<file path="src/rtl/mem_access.sv">
// mem_access: MIPS memory stage. Turns EX/MEM outputs into a req/ack data-memory access,
// stalls while it is outstanding and drives MEM/WB. Define MEM_ACCESS_TIMEOUT_EN for the BUSY watchdog and o_timeout.
`timescale 1ns/1ps
module mem_access #(
   parameter int TIMEOUT_CYCLES = 255
) (
   input  logic        i_clk,
   input  logic        i_nrst,
   input  logic [31:0] i_data_alures,
   input  logic [31:0] i_data_rt,
   input  logic [4:0]  i_addr_regdst,
   input  logic        i_con_Mmemread,
   input  logic        i_con_Mmemwrite,
   input  logic [1:0]  i_con_Wloadmux,
   input  logic        i_con_Wmemtoreg,
   input  logic        i_con_Wregwrite,
   output logic        o_mem_req,
   output logic        o_mem_we,
   output logic [31:0] o_mem_addr,
   output logic [31:0] o_mem_wdata,
   output logic [3:0]  o_mem_be,
   input  logic        i_mem_ack,
   input  logic [31:0] i_mem_rdata,
   output logic        o_stall,
   output logic        o_misalign,
   output logic [31:0] o_data_FMalures,
   output logic [4:0]  o_addr_FMregdst,
   output logic        o_con_FMregwrite,
   output logic [31:0] o_data_alures,
   output logic [31:0] o_data_memrd,
   output logic [4:0]  o_addr_regdst,
   output logic        o_con_Wmemtoreg,
`ifdef MEM_ACCESS_TIMEOUT_EN
   output logic        o_timeout,
`endif
   output logic        o_con_Wregwrite
);

   typedef enum logic {
      S_IDLE = 1'b0,
      S_BUSY = 1'b1
   } state_t;

   state_t      state_q, state_d;

   logic        is_mem;
   logic        aligned;
   logic        access;
   logic        misalign;
   logic        abort;
   logic        load_done;
   logic [1:0]  lane;
   logic [31:0] load_data;

   logic [31:0] alures_q, alures_d;
   logic [31:0] memrd_q, memrd_d;
   logic [4:0]  regdst_q, regdst_d;
   logic        memtoreg_q, memtoreg_d;
   logic        regwrite_q, regwrite_d;
   logic        misalign_q, misalign_d;

   // Little-endian lane extraction with sign/zero extension chosen by loadmux.
   function automatic logic [31:0] fmt_load(input logic [31:0] rdata,
                                            input logic [1:0]  ln,
                                            input logic [1:0]  lmux);
      logic signed [15:0] half;
      logic signed [7:0]  byt;
      logic [31:0]        shifted;
      logic [31:0]        res;
      half    = ln[1] ? rdata[31:16] : rdata[15:0];
      shifted = rdata >> {ln, 3'b000};
      byt     = shifted[7:0];
      case (lmux)
         2'b00:   res = rdata;
         2'b01:   res = {{16{half[15]}}, half};
         2'b10:   res = {{24{byt[7]}}, byt};
         default: res = {24'd0, byt};
      endcase
      return res;
   endfunction

   // Stores replicate the datum across all lanes; byte enables pick the lane.
   function automatic logic [31:0] fmt_store(input logic [31:0] rt,
                                             input logic [1:0]  lmux);
      logic [31:0] res;
      case (lmux)
         2'b00:   res = rt;
         2'b01:   res = {2{rt[15:0]}};
         default: res = {4{rt[7:0]}};
      endcase
      return res;
   endfunction

   function automatic logic [3:0] byte_en(input logic [1:0] ln,
                                          input logic [1:0] lmux);
      logic [3:0] res;
      case (lmux)
         2'b00:   res = 4'b1111;
         2'b01:   res = ln[1] ? 4'b1100 : 4'b0011;
         default: res = 4'b0001 << ln;
      endcase
      return res;
   endfunction

   assign lane   = i_data_alures[1:0];
   assign is_mem = i_con_Mmemread | i_con_Mmemwrite;

   always_comb begin
      case (i_con_Wloadmux)
         2'b00:   aligned = (lane == 2'b00);
         2'b01:   aligned = ~lane[0];
         default: aligned = 1'b1;
      endcase
   end

   assign access    = is_mem & aligned;
   assign misalign  = is_mem & ~aligned;
   // A read-modify combination (memread & memwrite) is a store, so it never returns load data.
   assign load_done = access & i_con_Mmemread & ~i_con_Mmemwrite & i_mem_ack;
   assign load_data = fmt_load(i_mem_rdata, lane, i_con_Wloadmux);

   assign o_mem_addr  = {i_data_alures[31:2], 2'b00};
   assign o_mem_wdata = fmt_store(i_data_rt, i_con_Wloadmux);
   assign o_mem_be    = byte_en(lane, i_con_Wloadmux);
   assign o_mem_we    = i_con_Mmemwrite;

   assign o_data_FMalures  = i_data_alures;
   assign o_addr_FMregdst  = i_addr_regdst;
   assign o_con_FMregwrite = i_con_Wregwrite;

`ifdef MEM_ACCESS_TIMEOUT_EN
   localparam int CNT_W = ($clog2(TIMEOUT_CYCLES + 1) < 8) ? 8 : $clog2(TIMEOUT_CYCLES + 1);

   logic [CNT_W-1:0] cnt_q, cnt_d;
   logic             timeout_q, timeout_d;

   assign abort = (state_q == S_BUSY) & ~i_mem_ack &
                  (cnt_q == CNT_W'(TIMEOUT_CYCLES - 1));

   always_comb begin
      cnt_d     = cnt_q;
      timeout_d = timeout_q | abort;
      if (state_q == S_IDLE && state_d == S_BUSY) begin
         cnt_d = '0;
      end else if (state_q == S_BUSY) begin
         cnt_d = cnt_q + 1'b1;
      end
   end

   always_ff @(posedge i_clk or negedge i_nrst) begin
      if (!i_nrst) begin
         cnt_q     <= '0;
         timeout_q <= 1'b0;
      end else begin
         cnt_q     <= cnt_d;
         timeout_q <= timeout_d;
      end
   end

   assign o_timeout = timeout_q;
`else
   assign abort = 1'b0;
`endif

   // FSM: state register
   always_ff @(posedge i_clk or negedge i_nrst) begin
      if (!i_nrst) begin
         state_q <= S_IDLE;
      end else begin
         state_q <= state_d;
      end
   end

   // FSM: next state
   always_comb begin
      state_d = state_q;
      case (state_q)
         S_IDLE: if (access && !i_mem_ack) state_d = S_BUSY;
         S_BUSY: if (i_mem_ack || abort)   state_d = S_IDLE;
         default: state_d = S_IDLE;
      endcase
   end

   // FSM: outputs; gated by reset so an aborted request drops without waiting for a clock.
   always_comb begin
      o_mem_req = 1'b0;
      o_stall   = 1'b0;
      case (state_q)
         S_IDLE: begin
            o_mem_req = i_nrst & access;
            o_stall   = i_nrst & access & ~i_mem_ack;
         end
         S_BUSY: begin
            o_mem_req = i_nrst & ~abort;
            o_stall   = i_nrst & access & ~i_mem_ack & ~abort;
         end
         default: begin
            o_mem_req = 1'b0;
            o_stall   = 1'b0;
         end
      endcase
   end

   // MEM/WB: a stalled cycle writes a bubble so the held instruction retires exactly once.
   always_comb begin
      alures_d   = alures_q;
      memrd_d    = memrd_q;
      regdst_d   = regdst_q;
      memtoreg_d = 1'b0;
      regwrite_d = 1'b0;
      misalign_d = misalign;
      if (!o_stall) begin
         alures_d   = i_data_alures;
         memrd_d    = load_done ? load_data : 32'd0;
         regdst_d   = i_addr_regdst;
         memtoreg_d = i_con_Wmemtoreg;
         regwrite_d = i_con_Wregwrite & ~misalign & ~abort;
      end
   end

   always_ff @(posedge i_clk or negedge i_nrst) begin
      if (!i_nrst) begin
         alures_q   <= 32'd0;
         memrd_q    <= 32'd0;
         regdst_q   <= 5'd0;
         memtoreg_q <= 1'b0;
         regwrite_q <= 1'b0;
         misalign_q <= 1'b0;
      end else begin
         alures_q   <= alures_d;
         memrd_q    <= memrd_d;
         regdst_q   <= regdst_d;
         memtoreg_q <= memtoreg_d;
         regwrite_q <= regwrite_d;
         misalign_q <= misalign_d;
      end
   end

   assign o_data_alures   = alures_q;
   assign o_data_memrd    = memrd_q;
   assign o_addr_regdst   = regdst_q;
   assign o_con_Wmemtoreg = memtoreg_q;
   assign o_con_Wregwrite = regwrite_q;
   assign o_misalign      = misalign_q;

endmodule

</file>
<file path="config.mk">
export PLATFORM = sky130hd
export DESIGN_NAME = mem_access
export DESIGN_NICKNAME = d
export VERILOG_FILES = /design/src/rtl/mem_access.sv
export SDC_FILE = /design/constraint.sdc
export NUM_CORES = 1
export LEC_CHECK = 0
export CAP_MARGIN = 5
export CORE_MARGIN = 4
export CORE_UTILIZATION = 35
export DETAILED_ROUTE_END_ITERATION = 12
export PLACE_DENSITY = 0.8
export SYNTH_ARGS = -nofsm -noshare
export SYNTH_HDL_FRONTEND = slang
export SYNTH_SLANG_ARGS = --single-unit
</file>
<file path="constraint.sdc">
create_clock -name i_clk -period 2.6 [get_ports i_clk]
set_input_delay 0.52 -clock i_clk [delete_from_list [all_inputs] [get_ports i_clk]]
set_output_delay 0.52 -clock i_clk [all_outputs]
set_load 0.05 [all_outputs]
</file>
==> impl_metrics.yaml <==
run_status:
  status: "finished, final reports clean"
sta:
  slew_viol_final: 0
  final-setup-viol-count: 0
  worst_pin_slew_ns: 1.12
  fin_tns_setup_ns: 0
  hold_viol: 0
  timing.fmax_ghz: 0.407
  min_period_ns: 2.46
  rsz0062_at_grt: "false"
  slew_headroom_pct: 25.3
  worst_clock_skew_ns: 0
  min_period_over_period_pct: 94.6
placed_design:
  place_area_um2: 6870
  portBuffers: 288
  globalplace.congestion: 0.868
  dp_hpwl_mm: 11.7
logic_synthesis:
  ys_warn_count: 0
  ys_dominant_reg_cell: "dfrtp_1"
  synth-edff-count: 0
  syn_avg_cell_area_um2: 10.6
  async_reset_ff_share_pct: 100
  netlist_area_um2: 4270
  synth_cells: 402
  synth-seq-cells: 73
  ys_seq_area_share_pct: 42.8
  synth_cell_types: 39
worst_setup_path:
  crit_type: "input port to output port"
  r2r-start: "o_data_memrd[28]$_DFFE_PN0N_"
  startpoint_type: "input port"
  cp-end-kind: "output port"
  critPathArrivalTime_ns: 1.94
  cp_max_fo: 5
  cp.required_ns: 2.08
  critPathLaunch: "i_data_alures[1]"
  reg2reg_depth: 1
die:
  die_w_um: 118
  ioPinCount: 291
  die-area_um2: 14000
  start_util_pct: 35.7
  core_area_um2: 12000
  rows: 40
  dieHeight_um: 118
cts:
  clkTransAtPathRegs_ns: 0.06
  h-tree-depth: 3
  clock_latency_ns: 0.33
  cts_tree: "built"
  clock_sinks: 73
  cts_root_buf: "clkbuf_16"
  clk_path_buf_depth: 2
  cts-buffers-inserted: 9
detailed_routing:
  drtIter0Drc: 219
  vias: 3912
  postRouteAntennaNets: 0
  wl_per_cell_um: 18.5
  routed_wl_mm: 14.4
  drc: 0
  viasPerCell: 5.04
  dr.pass1.iters: 4
global_routing:
  groute.usage.overall_pct: 20.0
  grt_pass1_wl_mm: 22.2
  grt_start_max_net_pins: 74
  grt_antenna_before_repair: 0
  grt_busiest_layer: "met2"
  grt.met2_usage_pct: 36.5
  grt.met1_usage_pct: 20.7
  grt_pass1_vias: 4094
  gr-usage-met3_pct: 7.56
  overflow: 0
final_layout:
  final_cell_mix: "178 x clkdlybuf4s50_1, 108 x buf_4, 73 x dfrtp_1"
  drive_gt1_share_pct: 33.2
  final_nets: 734
  antenna_cells: 0
  layout_commonest_cell: "clkdlybuf4s50_1"
  syn_to_final_growth_pct: 68.5
  stdcell_area_um2: 7190
  nFillCells: 987
  fin_util_pct: 60.1
min_path:
  min_path_type: "input port to async pin"
power:
  ir_worst_vdd_mv: 0.245
  power_density_nw_per_um2: 554
  leakage_nw: 3.16
flow_run:
  max_cap_violations: 0
-- cells in the mapped netlist, types with 2 or more instances --
master / count / share of area, %
buf_4: 80 / 14
dfrtp_1: 73 / 43
mux2_2: 47 / 12
o21ai_0: 38 / 4.5
a21oi_1: 21 / 2.5
a221o_1: 17 / 4.0
mux2i_1: 16 / 3.8
nand2_1: 15 / 1.3
a32o_1: 14 / 3.3
clkbuf_1: 13 / 1.1
inv_1: 11 / 0.97
buf_2: 9 / 1.1
or2_2: 6 / 0.88
a311oi_1: 5 / 1.0
nor2_1: 5 / 0.44
nor2b_1: 4 / 0.59
nand2b_1: 3 / 0.44
a211oi_1: 2 / 0.35
and2_1: 2 / 0.29
o22ai_1: 2 / 0.29
-- cells by family after synthesis --
family                 Yosys count  share of synthesized area (%)
other                            1                         0.0878
AND/OR/NAND/NOR                 42                           5.39
AO/OA/AOI/OAI                  107                           17.9
multiplexers                    63                           16.1
flip-flops                      73                           42.8
buffers and inverters          116                           17.7
-- area by class of cell --
| cell class | instances | area [um^2] | area share (%) |
|---|---|---|---|
| multi-input cells | 214 | 1700 | 23.6 |
| well taps | 147 | 184 | 2.56 |
| clock inverters | 2 | 35.0 | 0.487 |
| repair buffers | 314 | 3130 | 43.5 |
| flip-flops and latches | 73 | 1830 | 25.4 |
| inverters | 12 | 45.0 | 0.626 |
| clock buffers | 14 | 274 | 3.81 |
-- path summary, 6_finish.rpt --
check | end | slack, ns
min in group i_clk | o_data_memrd[0]$_DFFE_PN0N_ | 0.49
min reg2reg | o_data_memrd[0]$_DFFE_PN0N_ | 0.49
min | o_addr_regdst[4]$_DFFE_PN0N_ | 0.46
max | o_mem_req | 0.14
max reg2reg | o_data_memrd[28]$_DFFE_PN0N_ | 1.77
max in group asynchronous | o_data_memrd[20]$_DFFE_PN0N_ | 1.54
-- flip-flops by register name, indices dropped and copies added (netlist names) --
register	cells
o_addr_regdst	5
o_con_Wmemtoreg	1
o_con_Wregwrite	1
o_data_alures	32
o_data_memrd	32
o_misalign	1
state_q	1
-- per-layer routing --
layer	routed length [um]	part of all wire, %
met1	5110	36
met3	1480	10
met4	252	1.8
met5	0	0
met2	7540	52
-- report_power, final --
part           total, mW  leakage, nW  internal (mW)  switching (mW)
clock network       1.27        0.153          0.821           0.450
registers           1.23        0.923           1.20          0.0301
logic               1.48         2.08          0.580           0.904
total               3.98         3.16           2.60            1.38
-- critical path, stage by stage --
cell and delay (ns):
clkdlybuf4s50_1 0.54, nand2b_1 0.10, a21oi_2 0.30, nor2_1 0.11
o21a_1 0.18, buf_4 0.18
-- repair_timing --
action                                  in CTS  in global routing
hold buffers                                 0                  0
resized for setup                            0                  1
endpoints found under the setup margin       0                  1
setup buffers                                0                  1
-- metrics by stage --
step	setup WS, ns	hold slack, ns	cells	power [mW]
floorplan	-0.0643	0.224	403	2.15
global placement	-0.0182	0.475	759	2.73
detailed placement	-0.112	0.480	759	2.74
CTS	0.00411	0.493	775	4.03
global route	0.0391	0.504	776	4.14
finish	0.141	0.465	776	3.98
No activity file was read; power rests on OpenSTA's default activity.
